## config.mk

```make
export PLATFORM = sky130hd
export DESIGN_NAME = neighbor_id_fetch_cntl_flat
export DESIGN_NICKNAME = d
export VERILOG_FILES = /design/src/rtl/neighbor_id_fetch_cntl_if.sv /design/src/rtl/neighbor_id_fetch_cntl.sv /design/src/flat_wrapper.sv
export SDC_FILE = /design/constraint.sdc
export NUM_CORES = 1
export LEC_CHECK = 0
export CAP_MARGIN = 40
export CELL_PAD_IN_SITES_DETAIL_PLACEMENT = 1
export CELL_PAD_IN_SITES_GLOBAL_PLACEMENT = 1
export CORE_UTILIZATION = 50
export CTS_CLUSTER_SIZE = 25
export DETAILED_ROUTE_END_ITERATION = 16
export GPL_TIMING_DRIVEN = 0
export PLACE_DENSITY_LB_ADDON = 0.1
export SYNTH_ARGS = -nofsm -noshare
export SYNTH_HDL_FRONTEND = slang
export SYNTH_SLANG_ARGS = --single-unit
```

## constraint.sdc

```tcl
create_clock -name clk -period 3.3 [get_ports clk]
set_input_delay 0.825 -clock clk [delete_from_list [all_inputs] [get_ports clk]]
set_output_delay 0.825 -clock clk [all_outputs]
set_load 0.02 [all_outputs]
```

## src/rtl/neighbor_id_fetch_cntl_if.sv

```systemverilog
// ---------------------------------------------------------------------------
// neighbor_id_fetch_cntl_if
// Bundles the three buses of the neighbor-ID fetch controller.
//   Entry push  : in_valid, in_addr {base,len}, in_PE_tag, Neighbor_ID_FIFO_full
//   SRAM read   : sram_A, sram_CEN (active low), sram_Q
//   ID output   : out_valid, out_ready, out_nb_id, out_PE_tag, out_last
//   Status      : busy, overflow_err
// slave  = controller view, master = environment (upstream/SRAM/consumer).
// ---------------------------------------------------------------------------
interface neighbor_id_fetch_cntl_if #(
  parameter int ADDR_W = 16,
  parameter int LEN_W  = 5,
  parameter int TAG_W  = 2,
  parameter int ID_W   = 16
);
  logic                      in_valid;
  logic [ADDR_W-1:0]         in_addr;
  logic [TAG_W-1:0]          in_PE_tag;
  logic                      Neighbor_ID_FIFO_full;
  logic [ADDR_W-LEN_W-1:0]   sram_A;
  logic                      sram_CEN;
  logic [ID_W-1:0]           sram_Q;
  logic                      out_valid;
  logic                      out_ready;
  logic [ID_W-1:0]           out_nb_id;
  logic [TAG_W-1:0]          out_PE_tag;
  logic                      out_last;
  logic                      busy;
  logic                      overflow_err;

  modport slave (
    input  in_valid, in_addr, in_PE_tag, sram_Q, out_ready,
    output Neighbor_ID_FIFO_full, sram_A, sram_CEN,
           out_valid, out_nb_id, out_PE_tag, out_last, busy, overflow_err
  );

  modport master (
    output in_valid, in_addr, in_PE_tag, sram_Q, out_ready,
    input  Neighbor_ID_FIFO_full, sram_A, sram_CEN,
           out_valid, out_nb_id, out_PE_tag, out_last, busy, overflow_err
  );
endinterface

```

## src/rtl/neighbor_id_fetch_cntl.sv

```systemverilog
// ---------------------------------------------------------------------------
// neighbor_id_fetch_cntl
// Queues neighbor-info entries {base, len, tag} and expands each into len
// consecutive reads of the neighbor-ID SRAM (base .. base+len-1, wrapping),
// streaming the returned IDs through a 2-entry output queue with a
// valid/ready handshake. out_last marks the final ID of each entry.
// Ports:
//   clk   - rising-edge clock
//   reset - asynchronous, active-high
//   bus   - neighbor_id_fetch_cntl_if.slave (push, SRAM, output, status)
// Optional feature: define NB_ID_FIFO_OVF_CHECK_EN to get a sticky
// overflow_err on pushes into a full entry FIFO (otherwise tied 0 and
// dropped pushes are silent).
// ---------------------------------------------------------------------------
module neighbor_id_fetch_cntl #(
  parameter int DEPTH  = 8,
  parameter int ADDR_W = 16,
  parameter int LEN_W  = 5,
  parameter int TAG_W  = 2,
  parameter int ID_W   = 16
) (
  input  logic                      clk,
  input  logic                      reset,
  neighbor_id_fetch_cntl_if.slave   bus
);
  localparam int BASE_W = ADDR_W - LEN_W;
  localparam int PTR_W  = $clog2(DEPTH);
  localparam int ENT_W  = ADDR_W + TAG_W;
  localparam int OQ_W   = ID_W + TAG_W + 1;
  localparam logic [PTR_W:0] FULL_CNT   = (PTR_W+1)'(DEPTH);
  localparam logic [PTR_W:0] MARGIN_CNT = (PTR_W+1)'(DEPTH - 2);

  localparam logic [1:0] IDLE  = 2'd0;
  localparam logic [1:0] LOAD  = 2'd1;
  localparam logic [1:0] ISSUE = 2'd2;

  // ---------------- entry FIFO ----------------
  logic [ENT_W-1:0]  fifo_mem [DEPTH];
  logic [PTR_W-1:0]  wr_ptr_reg, rd_ptr_reg;
  logic [PTR_W:0]    count_reg, count_next;
  logic              full_reg;
  logic              push, pop;
  logic [ENT_W-1:0]  fifo_rd;
  logic [LEN_W-1:0]  fifo_len;

  // Acceptance uses start-of-cycle occupancy only.
  assign push     = bus.in_valid && (count_reg < FULL_CNT);
  assign fifo_rd  = fifo_mem[rd_ptr_reg];
  assign fifo_len = fifo_rd[TAG_W+LEN_W-1:TAG_W];

  always_ff @(posedge clk) begin
    if (push) fifo_mem[wr_ptr_reg] <= {bus.in_addr, bus.in_PE_tag};
  end

  always_comb begin
    count_next = count_reg;
    if (push && !pop)      count_next = count_reg + 1'b1;
    else if (!push && pop) count_next = count_reg - 1'b1;
  end

  // ---------------- expansion FSM ----------------
  logic [1:0]        state_reg, state_next;
  logic [BASE_W-1:0] base_reg;
  logic [LEN_W-1:0]  len_reg, k_reg;
  logic [TAG_W-1:0]  tag_reg;
  logic              last_k, issue, credit_ok;

  // Output-queue bookkeeping
  logic [1:0]        oq_count_reg, oq_count_next, oq_eff, credit_sum;
  logic              oq_wr_reg, oq_rd_reg, oq_pop;
  logic              inflight_reg, if_last_reg;
  logic [TAG_W-1:0]  if_tag_reg;
  logic [OQ_W-1:0]   oq_mem [2];

  assign pop    = (state_reg == LOAD);
  assign last_k = (k_reg == len_reg - 1'b1);
  assign oq_pop = (oq_count_reg != 2'd0) && bus.out_ready;

  // Credit counts the slot freed by a same-cycle pop, so a read can be
  // issued every cycle while the consumer keeps accepting.
  assign oq_eff     = oq_count_reg - {1'b0, oq_pop};
  assign credit_sum = oq_eff + {1'b0, inflight_reg};
  assign credit_ok  = (credit_sum < 2'd2);
  assign issue      = (state_reg == ISSUE) && credit_ok;

  always_comb begin
    state_next = state_reg;
    case (state_reg)
      IDLE:    if (count_reg != '0) state_next = LOAD;
      LOAD:    state_next = (fifo_len != '0) ? ISSUE : IDLE;
      ISSUE:   if (issue && last_k) state_next = (count_reg != '0) ? LOAD : IDLE;
      default: state_next = IDLE;
    endcase
  end

  always_comb begin
    oq_count_next = oq_count_reg;
    if (inflight_reg && !oq_pop)      oq_count_next = oq_count_reg + 1'b1;
    else if (!inflight_reg && oq_pop) oq_count_next = oq_count_reg - 1'b1;
  end

  always_ff @(posedge clk or posedge reset) begin
    if (reset) begin
      state_reg    <= IDLE;
      wr_ptr_reg   <= '0;
      rd_ptr_reg   <= '0;
      count_reg    <= '0;
      full_reg     <= 1'b0;
      base_reg     <= '0;
      len_reg      <= '0;
      tag_reg      <= '0;
      k_reg        <= '0;
      inflight_reg <= 1'b0;
      if_tag_reg   <= '0;
      if_last_reg  <= 1'b0;
      oq_wr_reg    <= 1'b0;
      oq_rd_reg    <= 1'b0;
      oq_count_reg <= 2'd0;
    end else begin
      state_reg <= state_next;
      if (push) wr_ptr_reg <= wr_ptr_reg + 1'b1;
      if (pop)  rd_ptr_reg <= rd_ptr_reg + 1'b1;
      count_reg <= count_next;
      full_reg  <= (count_next >= MARGIN_CNT);

      if (pop) begin
        base_reg <= fifo_rd[ENT_W-1:TAG_W+LEN_W];
        len_reg  <= fifo_len;
        tag_reg  <= fifo_rd[TAG_W-1:0];
        k_reg    <= '0;
      end else if (issue) begin
        k_reg <= k_reg + 1'b1;
      end

      // Tag/last travel with the read so a following LOAD cannot alter them.
      inflight_reg <= issue;
      if (issue) begin
        if_tag_reg  <= tag_reg;
        if_last_reg <= last_k;
      end

      if (inflight_reg) oq_wr_reg <= ~oq_wr_reg;
      if (oq_pop)       oq_rd_reg <= ~oq_rd_reg;
      oq_count_reg <= oq_count_next;
    end
  end

  genvar gi;
  generate
    for (gi = 0; gi < 2; gi++) begin : g_oq
      always_ff @(posedge clk or posedge reset) begin
        if (reset)
          oq_mem[gi] <= '0;
        else if (inflight_reg && (oq_wr_reg == 1'(gi)))
          oq_mem[gi] <= {bus.sram_Q, if_tag_reg, if_last_reg};
      end
    end
  endgenerate

  // ---------------- outputs ----------------
  assign bus.sram_CEN              = ~issue;
  assign bus.sram_A                = base_reg + BASE_W'(k_reg);
  assign bus.Neighbor_ID_FIFO_full = full_reg;
  assign bus.out_valid             = (oq_count_reg != 2'd0);
  assign {bus.out_nb_id, bus.out_PE_tag, bus.out_last} = oq_mem[oq_rd_reg];
  assign bus.busy = (count_reg != '0) || (state_reg != IDLE) ||
                    inflight_reg || (oq_count_reg != 2'd0);

`ifdef NB_ID_FIFO_OVF_CHECK_EN
  logic ovf_reg;
  always_ff @(posedge clk or posedge reset) begin
    if (reset)
      ovf_reg <= 1'b0;
    else if (bus.in_valid && (count_reg == FULL_CNT))
      ovf_reg <= 1'b1;
  end
  assign bus.overflow_err = ovf_reg;
`else
  assign bus.overflow_err = 1'b0;
`endif
endmodule
```

## src/flat_wrapper.sv

```systemverilog
// flat-port wrapper written by rule: the top's interface ports become plain ports
module neighbor_id_fetch_cntl_flat 
#(
  parameter int DEPTH  = 8,
  parameter int ADDR_W = 16,
  parameter int LEN_W  = 5,
  parameter int TAG_W  = 2,
  parameter int ID_W   = 16
)
  (clk, reset, bus_in_valid, bus_in_addr, bus_in_PE_tag, bus_sram_Q, bus_out_ready, bus_Neighbor_ID_FIFO_full, bus_sram_A, bus_sram_CEN, bus_out_valid, bus_out_nb_id, bus_out_PE_tag, bus_out_last, bus_busy, bus_overflow_err);
  neighbor_id_fetch_cntl_if #(.ADDR_W(ADDR_W), .LEN_W(LEN_W), .TAG_W(TAG_W), .ID_W(ID_W)) bus_i ();
  input  logic clk;
  input  logic reset;
  input wire logic [$bits(bus_i.in_valid)-1:0] bus_in_valid;
  input wire logic [$bits(bus_i.in_addr)-1:0] bus_in_addr;
  input wire logic [$bits(bus_i.in_PE_tag)-1:0] bus_in_PE_tag;
  input wire logic [$bits(bus_i.sram_Q)-1:0] bus_sram_Q;
  input wire logic [$bits(bus_i.out_ready)-1:0] bus_out_ready;
  output wire logic [$bits(bus_i.Neighbor_ID_FIFO_full)-1:0] bus_Neighbor_ID_FIFO_full;
  output wire logic [$bits(bus_i.sram_A)-1:0] bus_sram_A;
  output wire logic [$bits(bus_i.sram_CEN)-1:0] bus_sram_CEN;
  output wire logic [$bits(bus_i.out_valid)-1:0] bus_out_valid;
  output wire logic [$bits(bus_i.out_nb_id)-1:0] bus_out_nb_id;
  output wire logic [$bits(bus_i.out_PE_tag)-1:0] bus_out_PE_tag;
  output wire logic [$bits(bus_i.out_last)-1:0] bus_out_last;
  output wire logic [$bits(bus_i.busy)-1:0] bus_busy;
  output wire logic [$bits(bus_i.overflow_err)-1:0] bus_overflow_err;
  assign bus_i.in_valid = bus_in_valid;
  assign bus_i.in_addr = bus_in_addr;
  assign bus_i.in_PE_tag = bus_in_PE_tag;
  assign bus_i.sram_Q = bus_sram_Q;
  assign bus_i.out_ready = bus_out_ready;
  assign bus_Neighbor_ID_FIFO_full = bus_i.Neighbor_ID_FIFO_full;
  assign bus_sram_A = bus_i.sram_A;
  assign bus_sram_CEN = bus_i.sram_CEN;
  assign bus_out_valid = bus_i.out_valid;
  assign bus_out_nb_id = bus_i.out_nb_id;
  assign bus_out_PE_tag = bus_i.out_PE_tag;
  assign bus_out_last = bus_i.out_last;
  assign bus_busy = bus_i.busy;
  assign bus_overflow_err = bus_i.overflow_err;
  neighbor_id_fetch_cntl #(.DEPTH(DEPTH), .ADDR_W(ADDR_W), .LEN_W(LEN_W), .TAG_W(TAG_W), .ID_W(ID_W)) u_core (.clk(clk), .reset(reset), .bus(bus_i));
endmodule
```

==> impl_metrics.json <==
{
  "synth.distinct_cells": 50,
  "slew_violations": 0,
  "wl_per_cell_um": 22.1,
  "rr_startpoint": "u_core.count_reg[3]",
  "ys.flop_type": "edfxtp_1",
  "overflow": 0,
  "area_delta_synth_final_pct": 22.2,
  "root_buffer": "clkbuf_16",
  "drt-pass1-iter-count": 4,
  "portBuffers": 71,
  "dpl.hpwl_mm": 14.5,
  "hp-start": "u_core.oq_wr_reg",
  "syn-cell-area_um2": 9590,
  "finalHoldViolCount": 0,
  "tightest_slew_ps": 854,
  "yosys_warnings": 0,
  "core_area_um2": 18800,
  "clockBufferDepth": 3,
  "placementRows": 50,
  "required_ps": 2470,
  "synth_cells": 590,
  "critPathLaunch": "u_core.base_reg[0]",
  "fmax_mhz": 308,
  "utilization_pct": 62.4,
  "placed_area_um2": 10800,
  "cts_buffers": 24,
  "place_ws_ps": -494,
  "synth-edff-count": 144,
  "first_iter_violations": 293,
  "maxSlewHeadroom_pct": 43.0,
  "end_kind": "output pin",
  "wirelength_mm": 21.2,
  "grt_pass1_vias": 5998,
  "postSynthAreaPerCell_um2": 16.2,
  "synthTopCellsByArea": "edfxtp_1, dfrtp_1, mux4_2, mux2_2, mux2i_1",
  "synth.top_cell.area_share_pct": 45.1,
  "maxCapViolations": 0,
  "synth_nets": 642,
  "ys_async_sr_fraction_pct": 36.3,
  "holdWs_ps": 489,
  "place_congestion": 0.849,
  "ys_seq_area_share_pct": 66.5,
  "final-setup-viol-count": 0,
  "synth_area_leader_cell": "edfxtp_1",
  "post-route-period-util_pct": 98.4,
  "rsz0062_at_grt": "true",
  "clk_pin_slew_worst_paths_ps": 60,
  "finalInstanceArea_um2": 11700,
  "ir_worst_vdd_mv": 0.512,
  "vias": 5448,
  "grt_pass1_wl_mm": 33.6,
  "setup_ws_ps": 53.9,
  "ys_seq_elements": 226,
  "critical_path_class": "reg2out",
  "power_per_cell_area_nw_per_um2": 935,
  "startpoint_type": "register",
  "power.total_mw": 11.0,
  "crit_arrival_ps": 2420,
  "dieArea_um2": 19700,
  "cts_hold_buf": 0,
  "cts_tree": "yes",
  "period_needed_ps": 3250,
  "track_usage_pct": 22.5,
  "remaining_drc_errors": 0,
  "status": "finished clean",
  "vias_per_cell": 5.69,
  "ant_nets": 0,
  "crit_fanout": 3,
  "p_leak_nw": 4.41,
  "nNetsFinal": 758,
  "die_height_um": 140,
  "io_pins": 73,
  "fp.dieW_um": 140,
  "antenna_found_initial": 0,
  "cts_max_level": 1,
  "grt_start_max_net_pins": 51,
  "numClockSinks": 226,
  "layout-drive-gt1-share_pct": 27.9,
  "diodes": 0,
  "clock_skew_ps": 20.2,
  "largest_reg_flops": 144,
  "clkLatencyLatePin_ps": 520,
  "initial_core_util_pct": 51.1,
  "hp-class": "reg2reg"
}
-- final cells by class --
cell class,instances,area (µm²)
plain buffers,26,139
clock buffers,31,647
clock inverters,13,201
fillers,1660,7050
inverters,14,55.1
multi-input cells,324,3090
flip-flops and latches,226,6380
well taps,234,293
repair buffers,90,907
-- placed cells by master (no fill, tap or decap), drive strengths merged, types with 2 or more instances in the layout --
cell / instances
mux2i: 21
o22ai: 2
nand2b: 8
o31ai: 2
clkdlybuf4s50: 60
dfrtp: 82
nand2: 41
nor2: 23
a211o: 2
a21oi: 8
nand3: 4
xnor2: 15
edfxtp: 144
nor3: 18
nand4: 3
buf: 42
nor2b: 5
mux2: 59
nor4: 2
o21ai: 20
or4: 2
inv: 15
xor2: 12
ha: 13
clkbuf: 41
a21o: 3
dlymetal6s2s: 3
mux4: 37
o21bai: 3
nor3b: 2
o311ai: 3
bufinv: 5
clkinv: 7
-- power by group --
| part | total [mW] | switching, mW | internal [mW] |
|---|---|---|---|
| clock network | 2.86 | 1.09 | 1.78 |
| logic | 4.10 | 2.09 | 2.00 |
| registers | 3.99 | 0.411 | 3.58 |
| total | 11.0 | 3.59 | 7.36 |
-- repair_timing --
item	CTS	global route
setup buffers	3	5
setup endpoints to repair	10	6
gates resized for setup	42	13
pin swaps	2	8
hold endpoints to repair	0	0
-- cells by family (layout without fill, tap and decap cells) --
logic type                 count (synthesis)  after routing  synth area share (%)
DFF                                      226            226                  66.5
xor gates and xnor gates                  27             27                  2.47
other                                      1              1                0.0391
adders and majority gates                 15             15                  2.01
and+or+nand+nor                          114            114                  5.60
AOI/OAI and AO/OA                         50             50                  3.38
buffers and inverters                     40            174                  2.00
muxes                                    117            117                  18.0
-- worst paths after layout --
path | to | slack (ps) | depth (start not counted)
setup / recovery | bus_sram_A[6] | 50 | 8
hold / removal | u_core.oq_wr_reg | 490 | 1
setup reg to reg | u_core.fifo_mem[3][12] | 910 | 5
hold reg to reg | u_core.oq_wr_reg | 490 | 1
max in group asynchronous | u_core.oq_count_reg[0] | 2020 | 3
min in group asynchronous | u_core.if_tag_reg[1] | 680 | 2
-- worst max-delay path, cell delays in order (launching register included) --
cell and delay, ps:
dfrtp_1 420, ha_4 180, fa_2 380, a21oi_2 150, o21bai_2 90, a21oi_2 240
nand2b_1 160, xnor2_1 120, buf_4 160
-- through the flow --
step	TNS, ps	cells
final	0	958
after global routing	-82.9	958
after CTS	0	953
after detailed placement	-1710	906
after global placement	-199180	895
after floorplan	0	590
-- Yosys cell counts (2+ instances only) --
| library cell | number |
|---|---|
| nor3_1 | 18 |
| ha_1 | 13 |
| nor2b_1 | 5 |
| nand3_1 | 4 |
| nand2_1 | 41 |
| or4_1 | 2 |
| buf_2 | 11 |
| inv_1 | 14 |
| dfrtp_1 | 82 |
| nor3b_1 | 2 |
| mux2_2 | 58 |
| xor2_1 | 12 |
| o21ai_0 | 20 |
| nand4_1 | 3 |
| o22ai_1 | 2 |
| a211o_1 | 2 |
| nand2b_1 | 8 |
| clkbuf_1 | 8 |
| a21o_1 | 3 |
| nor4_1 | 2 |
| o311ai_0 | 3 |
| mux2i_1 | 20 |
| xnor2_1 | 15 |
| o31ai_1 | 2 |
| nor2_1 | 23 |
| buf_4 | 5 |
| o21bai_1 | 3 |
| a21oi_1 | 8 |
| mux4_2 | 37 |
| edfxtp_1 | 144 |
-- per-layer routing --
layer	share of wire, %	track usage, %	wire [µm]
met1	41	28.1	8710
met2	52	40.0	11000
met3	4.5	4.10	954
met4	2.5	6.75	535
met5	0	0	0
No activity file was read; power rests on OpenSTA's default activity.
